## config.mk

```make
export PLATFORM = sky130hd
export DESIGN_NAME = diff_unit_seq_flat
export DESIGN_NICKNAME = d
export VERILOG_FILES = /design/src/rtl/diff_pkg.sv /design/src/rtl/diff_unit_seq_if.sv /design/src/rtl/diff_chunk_enc.sv /design/src/rtl/diff_unit_seq.sv /design/src/flat_wrapper.sv
export SDC_FILE = /design/constraint.sdc
export NUM_CORES = 1
export LEC_CHECK = 0
export ABC_AREA = 0
export CAP_MARGIN = 15
export CORE_ASPECT_RATIO = 0.9
export CORE_MARGIN = 1.5
export CORE_UTILIZATION = 50
export CTS_CLUSTER_DIAMETER = 60
export CTS_CLUSTER_SIZE = 12
export DETAILED_ROUTE_END_ITERATION = 7
export PLACE_DENSITY = 0.81
export REMOVE_ABC_BUFFERS = 1
export SYNTH_ARGS = -nofsm -noshare
export SYNTH_HDL_FRONTEND = slang
export SYNTH_SLANG_ARGS = --single-unit
```

## constraint.sdc

```tcl
create_clock -name clk -period 6.7 [get_ports clk]
set_input_delay 1.005 -clock clk [delete_from_list [all_inputs] [get_ports clk]]
set_output_delay 1.005 -clock clk [all_outputs]
set_load 0.1 [all_outputs]
```

## src/rtl/diff_pkg.sv

```systemverilog
// ---------------------------------------------------------------------------
// diff_pkg
//   Shared definitions for the sequential diff unit: result-mode encodings and
//   the FSM state encoding used by diff_unit_seq.
//   Ports: none (package).
// ---------------------------------------------------------------------------
package diff_pkg;

  // Result selection. 2'b11 is reserved and behaves like MODE_LSB.
  localparam logic [1:0] MODE_LSB = 2'b00;
  localparam logic [1:0] MODE_MSB = 2'b01;
  localparam logic [1:0] MODE_POP = 2'b10;

  typedef enum logic [1:0] {
    IDLE = 2'd0,
    SCAN = 2'd1,
    DONE = 2'd2
  } state_t;

endpackage

```

## src/rtl/diff_unit_seq_if.sv

```systemverilog
// ---------------------------------------------------------------------------
// diff_unit_seq_if
//   Request/result bundle of the sequential diff unit.
//   master: drives start, mode, a, b; observes ready, busy, done, out,
//           diff_zero.
//   slave : the diff unit itself (opposite directions).
// ---------------------------------------------------------------------------
interface diff_unit_seq_if #(
  parameter int WIDTH = 32
) ();

  localparam int OUTW = $clog2(WIDTH) + 1;

  logic             start;
  logic [1:0]       mode;
  logic [WIDTH-1:0] a;
  logic [WIDTH-1:0] b;
  logic             ready;
  logic             busy;
  logic             done;
  logic [OUTW-1:0]  out;
  logic             diff_zero;

  modport master (
    output start, mode, a, b,
    input  ready, busy, done, out, diff_zero
  );

  modport slave (
    input  start, mode, a, b,
    output ready, busy, done, out, diff_zero
  );

endinterface

```

## src/rtl/diff_chunk_enc.sv

```systemverilog
// ---------------------------------------------------------------------------
// diff_chunk_enc
//   Combinational encoder for one CHUNK-bit slice of the difference vector.
//   chunk   in   CHUNK        slice under examination
//   nz      out  1            slice has at least one set bit
//   lsb_idx out  log2(CHUNK)  position of lowest set bit (0 when nz=0)
//   msb_idx out  log2(CHUNK)  position of highest set bit (0 when nz=0)
//   pop     out  log2(CHUNK)+1 number of set bits
//   CHUNK must be a power of two and at least 2.
// ---------------------------------------------------------------------------
module diff_chunk_enc #(
  parameter int CHUNK = 8
) (
  input  logic [CHUNK-1:0]         chunk,
  output logic                     nz,
  output logic [$clog2(CHUNK)-1:0] lsb_idx,
  output logic [$clog2(CHUNK)-1:0] msb_idx,
  output logic [$clog2(CHUNK):0]   pop
);

  localparam int IW = $clog2(CHUNK);
  localparam int PW = IW + 1;

  // Priority encode both ends and count set bits of the slice.
  always_comb begin
    nz      = |chunk;
    lsb_idx = '0;
    msb_idx = '0;
    pop     = '0;
    // Walking downward, the last hit written is the lowest set bit.
    for (int i = CHUNK - 1; i >= 0; i--) begin
      if (chunk[i]) begin
        lsb_idx = IW'(i);
      end else begin
        lsb_idx = lsb_idx;
      end
    end
    // Walking upward, the last hit written is the highest set bit.
    for (int i = 0; i < CHUNK; i++) begin
      if (chunk[i]) begin
        msb_idx = IW'(i);
      end else begin
        msb_idx = msb_idx;
      end
      pop = pop + PW'(chunk[i]);
    end
  end

endmodule

```

## src/rtl/diff_unit_seq.sv

```systemverilog
// ---------------------------------------------------------------------------
// diff_unit_seq
//   Multi-cycle diff unit. On an accepted start it latches x = a ^ b and mode,
//   then scans x one CHUNK per clock to produce the LSB index, MSB index or
//   popcount of x. Index modes exit early on the first nonzero chunk.
//   clk  in  system clock (rising edge)
//   rst  in  synchronous active-high reset; aborts any operation in flight
//   bus  slave modport of diff_unit_seq_if:
//        start/mode/a/b in; ready/busy/done/out/diff_zero out (all registered)
// ---------------------------------------------------------------------------
module diff_unit_seq
  import diff_pkg::*;
#(
  parameter int WIDTH = 32,
  parameter int CHUNK = 8
) (
  input  logic            clk,
  input  logic            rst,
  diff_unit_seq_if.slave  bus
);

  localparam int OUTW   = $clog2(WIDTH) + 1;
  localparam int NCHUNK = WIDTH / CHUNK;
  localparam int IW     = $clog2(CHUNK);
  localparam int KW     = (NCHUNK > 1) ? $clog2(NCHUNK) : 1;
  localparam logic [KW-1:0] LAST_STEP = KW'(NCHUNK - 1);

  state_t           state_r;
  logic [WIDTH-1:0] x_r;
  logic [1:0]       mode_r;
  logic [KW-1:0]    step_r;
  logic [OUTW-1:0]  acc_r;
  logic [OUTW-1:0]  out_r;
  logic             zero_r;
  logic             done_r;
  logic             busy_r;
  logic             ready_r;

  logic             is_msb_s;
  logic             is_pop_s;
  logic             last_s;
  logic [KW-1:0]    chunk_idx_s;
  logic [OUTW-1:0]  base_s;
  logic [CHUNK-1:0] chunk_s;
  logic             nz_s;
  logic [IW-1:0]    lsb_idx_s;
  logic [IW-1:0]    msb_idx_s;
  logic [IW:0]      pop_s;
  logic [OUTW-1:0]  hit_idx_s;
  logic [OUTW-1:0]  acc_next_s;

  // Select the chunk for this step; MSB mode walks from the top chunk down.
  always_comb begin
    is_msb_s = (mode_r == MODE_MSB);
    is_pop_s = (mode_r == MODE_POP);
    last_s   = (step_r == LAST_STEP);
    if (is_msb_s) begin
      chunk_idx_s = LAST_STEP - step_r;
    end else begin
      chunk_idx_s = step_r;
    end
    base_s  = OUTW'(chunk_idx_s) * OUTW'(CHUNK);
    chunk_s = CHUNK'(x_r >> base_s);
  end

  diff_chunk_enc #(
    .CHUNK (CHUNK)
  ) u_enc (
    .chunk   (chunk_s),
    .nz      (nz_s),
    .lsb_idx (lsb_idx_s),
    .msb_idx (msb_idx_s),
    .pop     (pop_s)
  );

  // Turn the in-chunk hit position into an absolute index; extend the count.
  always_comb begin
    if (is_msb_s) begin
      hit_idx_s = base_s + OUTW'(msb_idx_s);
    end else begin
      hit_idx_s = base_s + OUTW'(lsb_idx_s);
    end
    acc_next_s = acc_r + OUTW'(pop_s);
  end

  // Control FSM with step counter, accumulator and registered outputs.
  always_ff @(posedge clk) begin
    if (rst) begin
      state_r <= IDLE;
      x_r     <= '0;
      mode_r  <= MODE_LSB;
      step_r  <= '0;
      acc_r   <= '0;
      out_r   <= '0;
      zero_r  <= 1'b0;
      done_r  <= 1'b0;
      busy_r  <= 1'b0;
      ready_r <= 1'b1;
    end else begin
      case (state_r)
        IDLE, DONE: begin
          if (bus.start) begin
            // out_r deliberately untouched: the old result stays visible.
            x_r     <= bus.a ^ bus.b;
            mode_r  <= bus.mode;
            step_r  <= '0;
            acc_r   <= '0;
            zero_r  <= 1'b0;
            state_r <= SCAN;
            done_r  <= 1'b0;
            busy_r  <= 1'b1;
            ready_r <= 1'b0;
          end else begin
            state_r <= IDLE;
            done_r  <= 1'b0;
            busy_r  <= 1'b0;
            ready_r <= 1'b1;
          end
        end
        SCAN: begin
          if (is_pop_s) begin
            acc_r <= acc_next_s;
            if (last_s) begin
              out_r   <= acc_next_s;
              zero_r  <= (acc_next_s == '0);
              state_r <= DONE;
              done_r  <= 1'b1;
              busy_r  <= 1'b0;
              ready_r <= 1'b1;
            end else begin
              step_r <= step_r + KW'(1);
            end
          end else if (nz_s) begin
            out_r   <= hit_idx_s;
            zero_r  <= 1'b0;
            state_r <= DONE;
            done_r  <= 1'b1;
            busy_r  <= 1'b0;
            ready_r <= 1'b1;
          end else if (last_s) begin
            out_r   <= '0;
            zero_r  <= 1'b1;
            state_r <= DONE;
            done_r  <= 1'b1;
            busy_r  <= 1'b0;
            ready_r <= 1'b1;
          end else begin
            step_r <= step_r + KW'(1);
          end
        end
        default: begin
          state_r <= IDLE;
          done_r  <= 1'b0;
          busy_r  <= 1'b0;
          ready_r <= 1'b1;
        end
      endcase
    end
  end

  assign bus.ready     = ready_r;
  assign bus.busy      = busy_r;
  assign bus.done      = done_r;
  assign bus.out       = out_r;
  assign bus.diff_zero = zero_r;

endmodule

```

## src/flat_wrapper.sv

```systemverilog
// flat-port wrapper written by rule: the top's interface ports become plain ports
module diff_unit_seq_flat import diff_pkg::*;
#(
  parameter int WIDTH = 32,
  parameter int CHUNK = 8
)
  (clk, rst, bus_start, bus_mode, bus_a, bus_b, bus_ready, bus_busy, bus_done, bus_out, bus_diff_zero);
  diff_unit_seq_if #(.WIDTH(WIDTH)) bus_i ();
  input  logic clk;
  input  logic rst;
  input wire logic [$bits(bus_i.start)-1:0] bus_start;
  input wire logic [$bits(bus_i.mode)-1:0] bus_mode;
  input wire logic [$bits(bus_i.a)-1:0] bus_a;
  input wire logic [$bits(bus_i.b)-1:0] bus_b;
  output wire logic [$bits(bus_i.ready)-1:0] bus_ready;
  output wire logic [$bits(bus_i.busy)-1:0] bus_busy;
  output wire logic [$bits(bus_i.done)-1:0] bus_done;
  output wire logic [$bits(bus_i.out)-1:0] bus_out;
  output wire logic [$bits(bus_i.diff_zero)-1:0] bus_diff_zero;
  assign bus_i.start = bus_start;
  assign bus_i.mode = bus_mode;
  assign bus_i.a = bus_a;
  assign bus_i.b = bus_b;
  assign bus_ready = bus_i.ready;
  assign bus_busy = bus_i.busy;
  assign bus_done = bus_i.done;
  assign bus_out = bus_i.out;
  assign bus_diff_zero = bus_i.diff_zero;
  diff_unit_seq #(.WIDTH(WIDTH), .CHUNK(CHUNK)) u_core (.clk(clk), .rst(rst), .bus(bus_i));
endmodule
```

# After elaboration in Yosys (flattened, before gate mapping)

Cells that the tools add are included.

Flip-flop bits (word level): 54
Logic and storage cells: 101

Add/sub/neg operators: 12
Eq/ne operators: 11
Shift-type cells: 1
Multiplexer cells: 53
Bitwise gates (word level): 2
Reduce and logical (&&, ||, !) cells: 12

Operator list:

| operator                                              | number |
|---|---|
| 2-to-1 mux 3 bit                                      | 14 |
| 2-to-1 mux 6 bit                                      | 7 |
| right shift 32 x 5 -> 8 bit                           | 1 |
| XOR 32 bit                                            | 1 |
| 2-to-1 mux 1 bit                                      | 18 |
| adder 4 x 1 -> 4 bit                                  | 4 |
| 2-to-1 mux 2 bit                                      | 8 |
| adder 5 x 3 -> 6 bit                                  | 2 |
| one-hot mux 6 bit (2 select lines)                    | 1 |
| AND reduction 3 bit                                   | 3 |
| one-hot mux 2 bit (2 select lines)                    | 2 |
| OR reduction 8 bit                                    | 1 |
| adder 6 x 4 -> 6 bit                                  | 1 |
| equality test 2 bit, second input constant            | 3 |
| logical NOT 6 bit                                     | 1 |
| one-hot mux 1 bit (2 select lines)                    | 3 |
| adder 3 x 1 -> 4 bit                                  | 1 |
| equality test 2 x 1 -> 1 bit, second input constant   | 2 |
| inequality test 2 bit, second input constant          | 2 |
| AND reduction 4 bit                                   | 1 |
| nonzero test 2 bit                                    | 2 |
| OR reduction 2 bit                                    | 2 |
| adder 2 x 1 -> 3 bit                                  | 1 |
| inequality test 3 x 1 -> 1 bit, second input constant | 1 |
| 9 further kinds                                       | 9 |

# Depth between registers and ports, before layout

Gate-level depths: netlist (run 1).

Word-level depth: 15
Mapped depth: 21
Depth with buffers taken out: 19

# Modules after synthesis

A second synthesis (run 1) with hierarchy kept.

Cells, all modules: 329
Area, all modules: 2997.9 µm²

By module, submodules not included:

| module         | instances | cells each | area each (µm²) |
|---|---|---|---|
| diff_unit_seq  | 1         | 289        | 2693.8 |
| diff_chunk_enc | 1         | 40         | 304.0 |

# Least setup slack after synthesis (run 1)

Ideal clock, no wire load.

Path kind: register to register
Start: reg u_core.step_r[0]
End: reg u_core.zero_r (netlist: u_core.bus.diff_zero)
Data arrival time: 5044 ps
Slack: 1582 ps
Cell stages (with the launch flop): 21
Buffers on the path: 2
Path through: dfxtp_1 > buf_2 > buf_1 > nor3b_1 > a22oi_1 > o22ai_1 > a311o_1 > fa_1 > inv_1 > fa_1 > inv_1 > fa_1 > fa_1 > nor2b_1 > o21a_1 > o21a_1 > o21a_1 > a21oi_1 > o41ai_1 > nand3_1 > o21ai_0

Longest elaborated chain between the ends: 15

RTL lines:

| item                               | line                 | RTL |
|---|---|---|
| start: declaration                 | diff_unit_seq.sv:31  | `logic [KW-1:0] step_r;` |
| start signal: assignment           | diff_unit_seq.sv:131 | `step_r <= step_r + KW'(1);` |
| start signal: assignment           | diff_unit_seq.sv:148 | `step_r <= step_r + KW'(1);` |
| subtractor 2 bit                   | diff_unit_seq.sv:58  | `chunk_idx_s = LAST_STEP - step_r;` |
| 2-to-1 mux 2 bit                   | diff_unit_seq.sv:57  | `if (is_msb_s) begin` |
| right shift 32 x 5 -> 8 bit        | diff_unit_seq.sv:63  | `chunk_s = CHUNK'(x_r >> base_s);` |
| adder 1 x 1 -> 2 bit               | diff_chunk_enc.sv:45 | `pop = pop + PW'(chunk[i]);` |
| adder 2 x 1 -> 3 bit               | diff_chunk_enc.sv:45 |  |
| adder 3 x 1 -> 4 bit               | diff_chunk_enc.sv:45 |  |
| adder 4 x 1 -> 4 bit (4 in series) | diff_chunk_enc.sv:45 |  |
| adder 6 x 4 -> 6 bit               | diff_unit_seq.sv:83  | `acc_next_s = acc_r + OUTW'(pop_s);` |
| logical NOT 6 bit                  | diff_unit_seq.sv:125 | `zero_r <= (acc_next_s == '0);` |
| 2-to-1 mux 1 bit                   | diff_unit_seq.sv:123 | `if (last_s) begin` |
| 2-to-1 mux 1 bit                   | diff_unit_seq.sv:121 | `if (is_pop_s) begin` |
| one-hot mux 1 bit (2 select lines) | diff_unit_seq.sv:100 | `case (state_r)` |
| end signal: assignment             | diff_unit_seq.sv:125 |  |
| end: declaration                   | diff_unit_seq.sv:34  | `logic zero_r;` |

Several ways; a longest one is shown, not always the timed one. The select of a mux whose other input is x is not followed.
A chain may end at the register's enable or synchronous reset.

# Worst setup path after layout (run 1)

Start: reg u_core.mode_r[0]
End: reg u_core.zero_r (netlist: u_core.bus.diff_zero)

Longest elaborated chain between the ends: 15

RTL lines:

| item                               | line                 | RTL |
|---|---|---|
| start: declaration                 | diff_unit_seq.sv:30  | `logic [1:0] mode_r;` |
| start signal: assignment           | diff_unit_seq.sv:105 | `mode_r <= bus.mode;` |
| equality test 2 x 1 -> 1 bit       | diff_unit_seq.sv:54  | `is_msb_s = (mode_r == MODE_MSB);` |
| 2-to-1 mux 2 bit                   | diff_unit_seq.sv:57  |  |
| right shift 32 x 5 -> 8 bit        | diff_unit_seq.sv:63  |  |
| adder 1 x 1 -> 2 bit               | diff_chunk_enc.sv:45 |  |
| adder 2 x 1 -> 3 bit               | diff_chunk_enc.sv:45 |  |
| adder 3 x 1 -> 4 bit               | diff_chunk_enc.sv:45 |  |
| adder 4 x 1 -> 4 bit (4 in series) | diff_chunk_enc.sv:45 |  |
| adder 6 x 4 -> 6 bit               | diff_unit_seq.sv:83  |  |
| logical NOT 6 bit                  | diff_unit_seq.sv:125 |  |
| 2-to-1 mux 1 bit                   | diff_unit_seq.sv:123 |  |
| 2-to-1 mux 1 bit                   | diff_unit_seq.sv:121 |  |
| one-hot mux 1 bit (2 select lines) | diff_unit_seq.sv:100 |  |

Several ways; a longest one is shown, not always the timed one. The select of a mux whose other input is x is not followed.

==> results of run 1 <==
-- area by class of cell --
cell class,instances,area (sq um)
clock buffers,6,82.6
fillers,540,2050
inverters,23,86.3
multi-input cells,275,1890
flip-flops and latches,54,1080
well taps,87,109
repair buffers,80,811
-- worst min path at each step --
stage,startpoint,endpoint,slack (ns)
after detailed placement,u_core.x_r[5]$_SDFFE_PP0P_,u_core.x_r[5]$_SDFFE_PP0P_,0.46
after floorplan,u_core.x_r[4]$_SDFFE_PP0P_,u_core.x_r[4]$_SDFFE_PP0P_,0.43
after CTS,u_core.x_r[5]$_SDFFE_PP0P_,u_core.x_r[5]$_SDFFE_PP0P_,0.48
final,u_core.bus.busy$_SDFF_PP0_,u_core.bus.busy$_SDFF_PP0_,0.47
after global placement,u_core.bus.done$_SDFF_PP0_,u_core.bus.done$_SDFF_PP0_,0.45
after global routing,u_core.x_r[4]$_SDFFE_PP0P_,u_core.x_r[4]$_SDFFE_PP0P_,0.49
-- metal layers --
| layer | share of wire | vias to the layer above | track usage |
|---|---|---|---|
| met2 | 0.48 | 92 | 0.363 |
| met5 | 0 | - | 0 |
| met3 | 0.045 | 8 | 0.0336 |
| met1 | 0.46 | 1345 | 0.306 |
| met4 | 0.011 | 0 | 0.0581 |
| li1 | - | 1478 | - |
-- Yosys cell counts (4+ instances only) --
cell      instances  share of area
nand2_1          13          0.015
ha_1              8          0.032
nand3_1           5         0.0079
a222oi_1          4          0.013
fa_1              4          0.025
clkbuf_1         14          0.017
a211oi_1         34          0.081
o21ai_0           5         0.0079
xor2_1           12          0.033
nor2b_1           7          0.014
a21oi_1           6         0.0095
xnor2_1          24          0.067
dfxtp_1          54           0.34
nand2b_1         10          0.020
or4b_1            6          0.019
o22ai_1           9          0.018
o21a_1            5          0.012
nor3_1            5         0.0079
nor2_1           62          0.074
o311ai_0          5          0.014
a22oi_1           5          0.012
inv_1            23          0.027
a31oi_1           4         0.0079
buf_1             6         0.0071
-- per-stage QoR --
step                hold slack, ns  setup WS, ns  utilization
finish                       0.474         0.916        0.664
floorplan                    0.430          1.57            -
detailed placement           0.460         0.983        0.646
global placement             0.451          1.22        0.646
CTS                          0.476         0.953        0.660
global route                 0.493         0.483        0.664
-- sequential cells by signal (all words and copies together), names as in the netlist, 2 cells and up --
signal / count
u_core.x_r: 32
u_core.mode_r: 2
u_core.bus.out: 6
u_core.state_r: 2
u_core.step_r: 2
u_core.acc_r: 6
-- cells by family (layout without fill, tap and decap cells) --
kind of cell | after synthesis | count (layout) | synth area share
fa+ha+maj | 13 | 13 | 0.0603
flops | 54 | 54 | 0.343
compound gates | 103 | 103 | 0.244
mux | 1 | 1 | 0.00317
buf+inv | 47 | 109 | 0.0583
simple gates | 122 | 122 | 0.191
xor+xnor | 36 | 36 | 0.100
-- where the power goes --
group          total [uW]  switching, uW  leakage (uW)  internal, uW
Sequential            362           16.9      0.000445           345
Clock                 180            100     0.0000431          79.9
Combinational         301            168       0.00102           133
-- critical path, cell delays in order (launching register included) --
cell and delay, ns:
dfxtp_1 0.58, nor2b_1 0.71, a2bb2oi_1 0.34, o22ai_1 0.15, or2_2 0.35, fa_1 0.49, inv_1 0.06, fa_1 0.52
inv_1 0.06, fa_1 0.50, fa_1 0.47, nor2b_1 0.17, o21a_1 0.17, o21a_1 0.18, o21a_1 0.22, a21oi_1 0.09
o41ai_1 0.35, nand3_1 0.11, o21ai_0 0.18
==> impl_metrics.sql, run 1 <==
INSERT INTO impl_metrics (metric_group, metric, value, unit) VALUES
('run_status', 'run_status', 'finished, final reports clean', ''),
('flow_run', 'drv.max_cap_violation_count', '0', ''),
('synth', 'synth-edff-count', '0', ''),
('routing', 'route.detailed.wl_per_inst', '13.5', 'um'),
('global_routing', 'grt_pass1_wl', '12300', 'um'),
('global_routing', 'pin_count_of_the_biggest_net_entering_global_routing', '56', ''),
('layout', 'most_frequent_standard_cell_in_the_layout_excluding_fill_and_tap_cells', 'clkdlybuf4s50_1', ''),
('global_routing', 'grt_pass1_vias', '2691', ''),
('die', 'fp.dieArea', '6790', 'sq um'),
('cts', 'tritoncts', 'done', ''),
('setup_path', 'startpoint', 'u_core.mode_r[0]$_SDFFE_PP0P_', ''),
('layout', 'synthToLayoutAreaGrowth', '28.8', '%'),
('timing', 'clock.fmax', '0.173', 'GHz'),
('power_and_ir_drop', 'finalPower', '843', 'uW'),
('layout', 'num-nets-final', '520', ''),
('synth', 'synth-seq-cells', '54', ''),
('setup_path', 'critical_path_required', '6.94', 'ns'),
('cts', 'cts.repair.resized', '0', ''),
('die', 'floorplan.die.width', '86.7', 'um'),
('global_routing', 'grt_use_total', '0.222', ''),
('placement', 'post-place-cells', '518', ''),
('setup_path', 'critical_path.startpoint_type', 'flop', ''),
('setup_path', 'worstReg2RegStart', 'u_core.mode_r[0]$_SDFFE_PP0P_', ''),
('timing', 'final.min_clock_period', '5.78', 'ns'),
('setup_path', 'setup.reg_to_reg.worst_slack', '0.92', 'ns'),
('cts', 'post_cts_buffers', '0', ''),
('timing', 'report.final.setup_viol', '0', ''),
('layout', 'antenna_cells', '0', ''),
('synth', 'syn-mean-instance-area', '8.39', 'sq um'),
('routing', 'detail-route-antenna-nets', '0', ''),
('die', 'fp.dieH', '78.3', 'um'),
('min_path', 'hold_path.class', 'flop to flop', ''),
('routing', 'drc', '0', ''),
('cts', 'clkSlewWorstSetupHoldPaths', '0.09', 'ns'),
('setup_path', 'timing.critical_path.arrival', '6.03', 'ns'),
('die', 'floorplan.rows', '27', ''),
('die', 'core', '6110', 'sq um'),
('timing', 'clock_skew', '0.00589', 'ns'),
('setup_path', 'worstSetupPathType', 'flop to flop', ''),
('routing', 'drtPass1Iterations', '4', ''),
('power_and_ir_drop', 'power.density', '208', 'nW/um^2'),
('synth', 'synth-seq-area-share', '0.343', ''),
('timing', 'tightest_slew', '0.968', 'ns'),
('timing', 'hold_viol', '0', ''),
('cts', 'cts-root-to-sink-buffers', '2', ''),
('cts', 'holdBufCountCts', '0', ''),
('timing', 'rsz0062_at_grt', 'false', ''),
('layout', 'final_cell_mix', 'clkdlybuf4s50_1, nor2_1, dfxtp_1, a211oi_1, xnor2_1', ''),
('cts', 'worstSkewPairLatency', '0.31', 'ns'),
('synth', 'synthesis.area', '3150', 'sq um'),
('setup_path', 'rr_worst_depth', '18', ''),
('die', 'initial_utilization', '0.516', ''),
('routing', 'dr.first_iter.drc_count', '145', ''),
('routing', 'routed_via_density', '5.57', ''),
('placement', 'io_buffers', '78', ''),
('cts', 'cts.sink_count', '54', ''),
('layout', 'final_design_area_no_fill', '4060', 'sq um'),
('timing', 'final.setup.tns', '0', 'ns'),
('setup_path', 'path_max_fanout', '16', ''),
('timing', 'drv_slew', '0', ''),
('layout', 'finish.cell_count_without_fillers', '525', ''),
('routing', 'num_vias', '2923', ''),
('timing', 'final.period_utilization', '0.863', ''),
('synth', 'synthesis.yosys.warnings', '0', ''),
('placement', 'detailed_place.area', '3950', 'sq um'),
('synth', 'synth_cells', '376', ''),
('placement', 'dp.final_hpwl', '5300', 'um'),
('synth', 'post_synth_num_cell_types', '57', ''),
('cts', 'cts.htree.levels', '2', ''),
('setup_path', 'timing.rr.end', 'u_core.bus.diff_zero$_SDFFE_PP0P_', ''),
('setup_path', 'cp-end-kind', 'flop', '');
No activity file was read; power rests on OpenSTA's default activity.
==> inputs of run 2 (changes only) <==
- HOLD_SLACK_MARGIN: not set -> 0.02
- clock period: 6.7 -> 6.5 ns (I/O delays scaled with it)
==> impl_metrics.sql, run 2 (same netlist as run 1, synthesis figures left out) <==
INSERT INTO impl_metrics (metric_group, metric, value, unit) VALUES
('placement', 'io_buffers', '78', ''),
('cts', 'post_cts_buffers', '0', ''),
('setup_path', 'path_max_fanout', '24', ''),
('layout', 'final_design_area_no_fill', '4060', 'sq um'),
('die', 'initial_utilization', '0.516', ''),
('global_routing', 'grt_pass1_wl', '12600', 'um'),
('setup_path', 'timing.critical_path.arrival', '5.83', 'ns'),
('timing', 'tightest_slew', '0.965', 'ns'),
('global_routing', 'grt_antenna_before_repair', '0', ''),
('min_path', 'hold_path_startpoint', 'u_core.x_r[4]$_SDFFE_PP0P_', ''),
('layout', 'antenna_cells', '0', ''),
('placement', 'post-place-cells', '519', ''),
('power_and_ir_drop', 'finalPower', '859', 'uW'),
('global_routing', 'total_gr_overflow', '0', ''),
('setup_path', 'worstReg2RegStart', 'u_core.step_r[0]$_SDFFE_PP0P_', ''),
('power_and_ir_drop', 'leakagePower', '0.00151', 'uW'),
('setup_path', 'cp-end-kind', 'flop', ''),
('routing', 'drtPass1Iterations', '4', ''),
('setup_path', 'worstSetupPathType', 'flop to flop', ''),
('die', 'core', '6110', 'sq um'),
('setup_path', 'critical_path.slowest_cell', 'dfxtp_1', ''),
('timing', 'final.min_clock_period', '5.59', 'ns'),
('layout', 'most_frequent_standard_cell_in_the_layout_excluding_fill_and_tap_cells', 'clkdlybuf4s50_1', ''),
('cts', 'clockRootBuffer', 'clkbuf_8', ''),
('timing', 'drv_slew', '0', ''),
('cts', 'clkSlewWorstSetupHoldPaths', '0.09', 'ns'),
('timing', 'clock_skew', '0.00802', 'ns'),
('layout', 'num-nets-final', '521', ''),
('setup_path', 'critical_path.top_delay_family', 'compound AO/OA/AOI/OAI gates', ''),
('layout', 'max_ffs_per_register', '32', ''),
('routing', 'route.detailed.wl_per_inst', '13.8', 'um'),
('layout', 'final_core_util', '0.664', ''),
('cts', 'cts.sink_count', '54', ''),
('routing', 'detail-route-antenna-nets', '0', ''),
('setup_path', 'startpoint', 'u_core.step_r[0]$_SDFFE_PP0P_', ''),
('cts', 'cts-root-to-sink-buffers', '2', ''),
('routing', 'dr.first_iter.drc_count', '262', ''),
('flow_run', 'drv.max_cap_violation_count', '0', ''),
('power_and_ir_drop', 'power.density', '211', 'nW/um^2'),
('die', 'fp.dieArea', '6790', 'sq um'),
('cts', 'worstSkewPairLatency', '0.30', 'ns'),
('routing', 'postRouteWirelength', '7270', 'um'),
('timing', 'clock.fmax', '0.179', 'GHz'),
('routing', 'routed_via_density', '5.59', ''),
('routing', 'drc', '0', ''),
('setup_path', 'critical_path.cell_chain', 'nor3b_1, a22oi_1, o22ai_1, a311o_1, fa_1, inv_1, fa_1, inv_1, fa_1, fa_1, nor2b_1, o21a_1, o21a_1, o21a_1, a21oi_1, o41ai_1, nand3_1, o21ai_0', ''),
('layout', 'synthToLayoutAreaGrowth', '28.8', '%'),
('die', 'fp.dieH', '78.3', 'um'),
('layout', 'top_register', 'u_core.x_r', ''),
('setup_path', 'critical_path.startpoint_type', 'flop', ''),
('layout', 'post_route_cells_drive_above_1_share', '0.0295', ''),
('die', 'top_level_ports', '79', ''),
('timing', 'report.final.setup_viol', '0', ''),
('die', 'floorplan.rows', '27', ''),
('timing', 'final.period_utilization', '0.861', ''),
('cts', 'holdBufCountCts', '0', ''),
('setup_path', 'cp_common_cell', 'fa_1', ''),
('power_and_ir_drop', 'sequential_fraction_of_design_power', '0.434', ''),
('routing', 'num_vias', '2948', ''),
('global_routing', 'pin_count_of_the_biggest_net_entering_global_routing', '56', ''),
('timing', 'max_slew_margin', '0.355', ''),
('timing', 'hold_viol', '0', ''),
('power_and_ir_drop', 'vdd_drop_max', '0.000126', 'V'),
('setup_path', 'slowest_delay', '0.80', 'ns'),
('run_status', 'run_status', 'finished, final reports clean', ''),
('power_and_ir_drop', 'psw', '291', 'uW'),
('setup_path', 'cp.buffers_inverters', '2', ''),
('setup_path', 'setup.reg_to_reg.worst_slack', '0.91', 'ns'),
('global_routing', 'grt_use_total', '0.228', ''),
('global_routing', 'grt_pass1_vias', '2812', ''),
('placement', 'dp.final_hpwl', '5550', 'um'),
('layout', 'finish.cell_count_without_fillers', '527', ''),
('placement', 'routabilityCongestion', '0.916', ''),
('power_and_ir_drop', 'comb_power_share', '0.365', ''),
('setup_path', 'critical_path_required', '6.74', 'ns'),
('cts', 'cts_inserted_buffers', '5', ''),
('power_and_ir_drop', 'power_report.internal_total', '568', 'uW'),
('min_path', 'hold_path.class', 'flop to flop', ''),
('cts', 'cts.htree.levels', '2', ''),
('power_and_ir_drop', 'clock_power_share', '0.201', ''),
('layout', 'final_cell_mix', 'clkdlybuf4s50_1, nor2_1, dfxtp_1, a211oi_1, xnor2_1', ''),
('cts', 'tritoncts', 'done', ''),
('timing', 'final.setup.tns', '0', 'ns'),
('cts', 'cts.repair.resized', '0', ''),
('timing', 'rsz0062_at_grt', 'false', ''),
('power_and_ir_drop', 'p_sw_frac', '0.339', ''),
('placement', 'detailed_place.area', '3960', 'sq um'),
('die', 'floorplan.die.width', '86.7', 'um');
==> run 2: cell types whose count changed in the layout (fill, tap and decap cells not counted), sizes merged <==
cell    previous run  this run
clkbuf             6         7
buf                3         4
==> run 2: final timing paths <==
check | endpoint | cells after the start
setup reg to reg | u_core.bus.diff_zero$_SDFFE_PP0P_ | 18
hold reg to reg | u_core.x_r[4]$_SDFFE_PP0P_ | 2
setup / recovery | u_core.bus.diff_zero$_SDFFE_PP0P_ | 18
hold / removal | u_core.x_r[4]$_SDFFE_PP0P_ | 2
==> run 2: layout make-up <==
type	count	area, sq um
Clock buffer	7	76.3
Timing Repair Buffer	81	818
Tap cell	87	109
Fill cell	539	2050
Sequential cell	54	1080
Inverter	23	86.3
Multi-Input combinational cell	275	1890
==> run 2: worst reg2reg max path, delay by kind of cell, from the launching register on <==
| kind | cells | cell delay, ns |
|---|---|---|
| adder cells (fa/ha/maj) | 4 | 2.03 |
| AND/OR/NAND/NOR | 3 | 0.47 |
| buffers and inverters | 2 | 0.11 |
| flip-flops | 1 | 0.80 |
| AO/OA/AOI/OAI | 9 | 2.13 |
==> run 2: stage by stage <==
step	hold slack [ns]	setup WS, ns
2_1_floorplan	0.430	1.37
3_3_place_gp	0.453	1.24
3_5_place_dp	0.465	1.01
4_1_cts	0.479	0.980
5_1_grt	0.498	0.547
6_report	0.476	0.905
==> run 2: power by group through the flow <==
| stage | combinational (uW) | sequential [uW] | clock, uW |
|---|---|---|---|
| after floorplan | 176 | 407 | 0 |
| after global placement | 298 | 380 | 0 |
| after CTS | 308 | 373 | 178 |
| after detailed placement | 307 | 380 | 0 |
| final | 313 | 373 | 172 |
| after global routing | 345 | 376 | 189 |
==> run 2: metal layers <==
metal  global-route usage  vias up  wire (um)
met2                0.405       81       3630
met1                0.291     1385       3260
met5                    0        -          0
met4               0.0452        0         38
li1                     -     1476          -
met3               0.0368        6        340
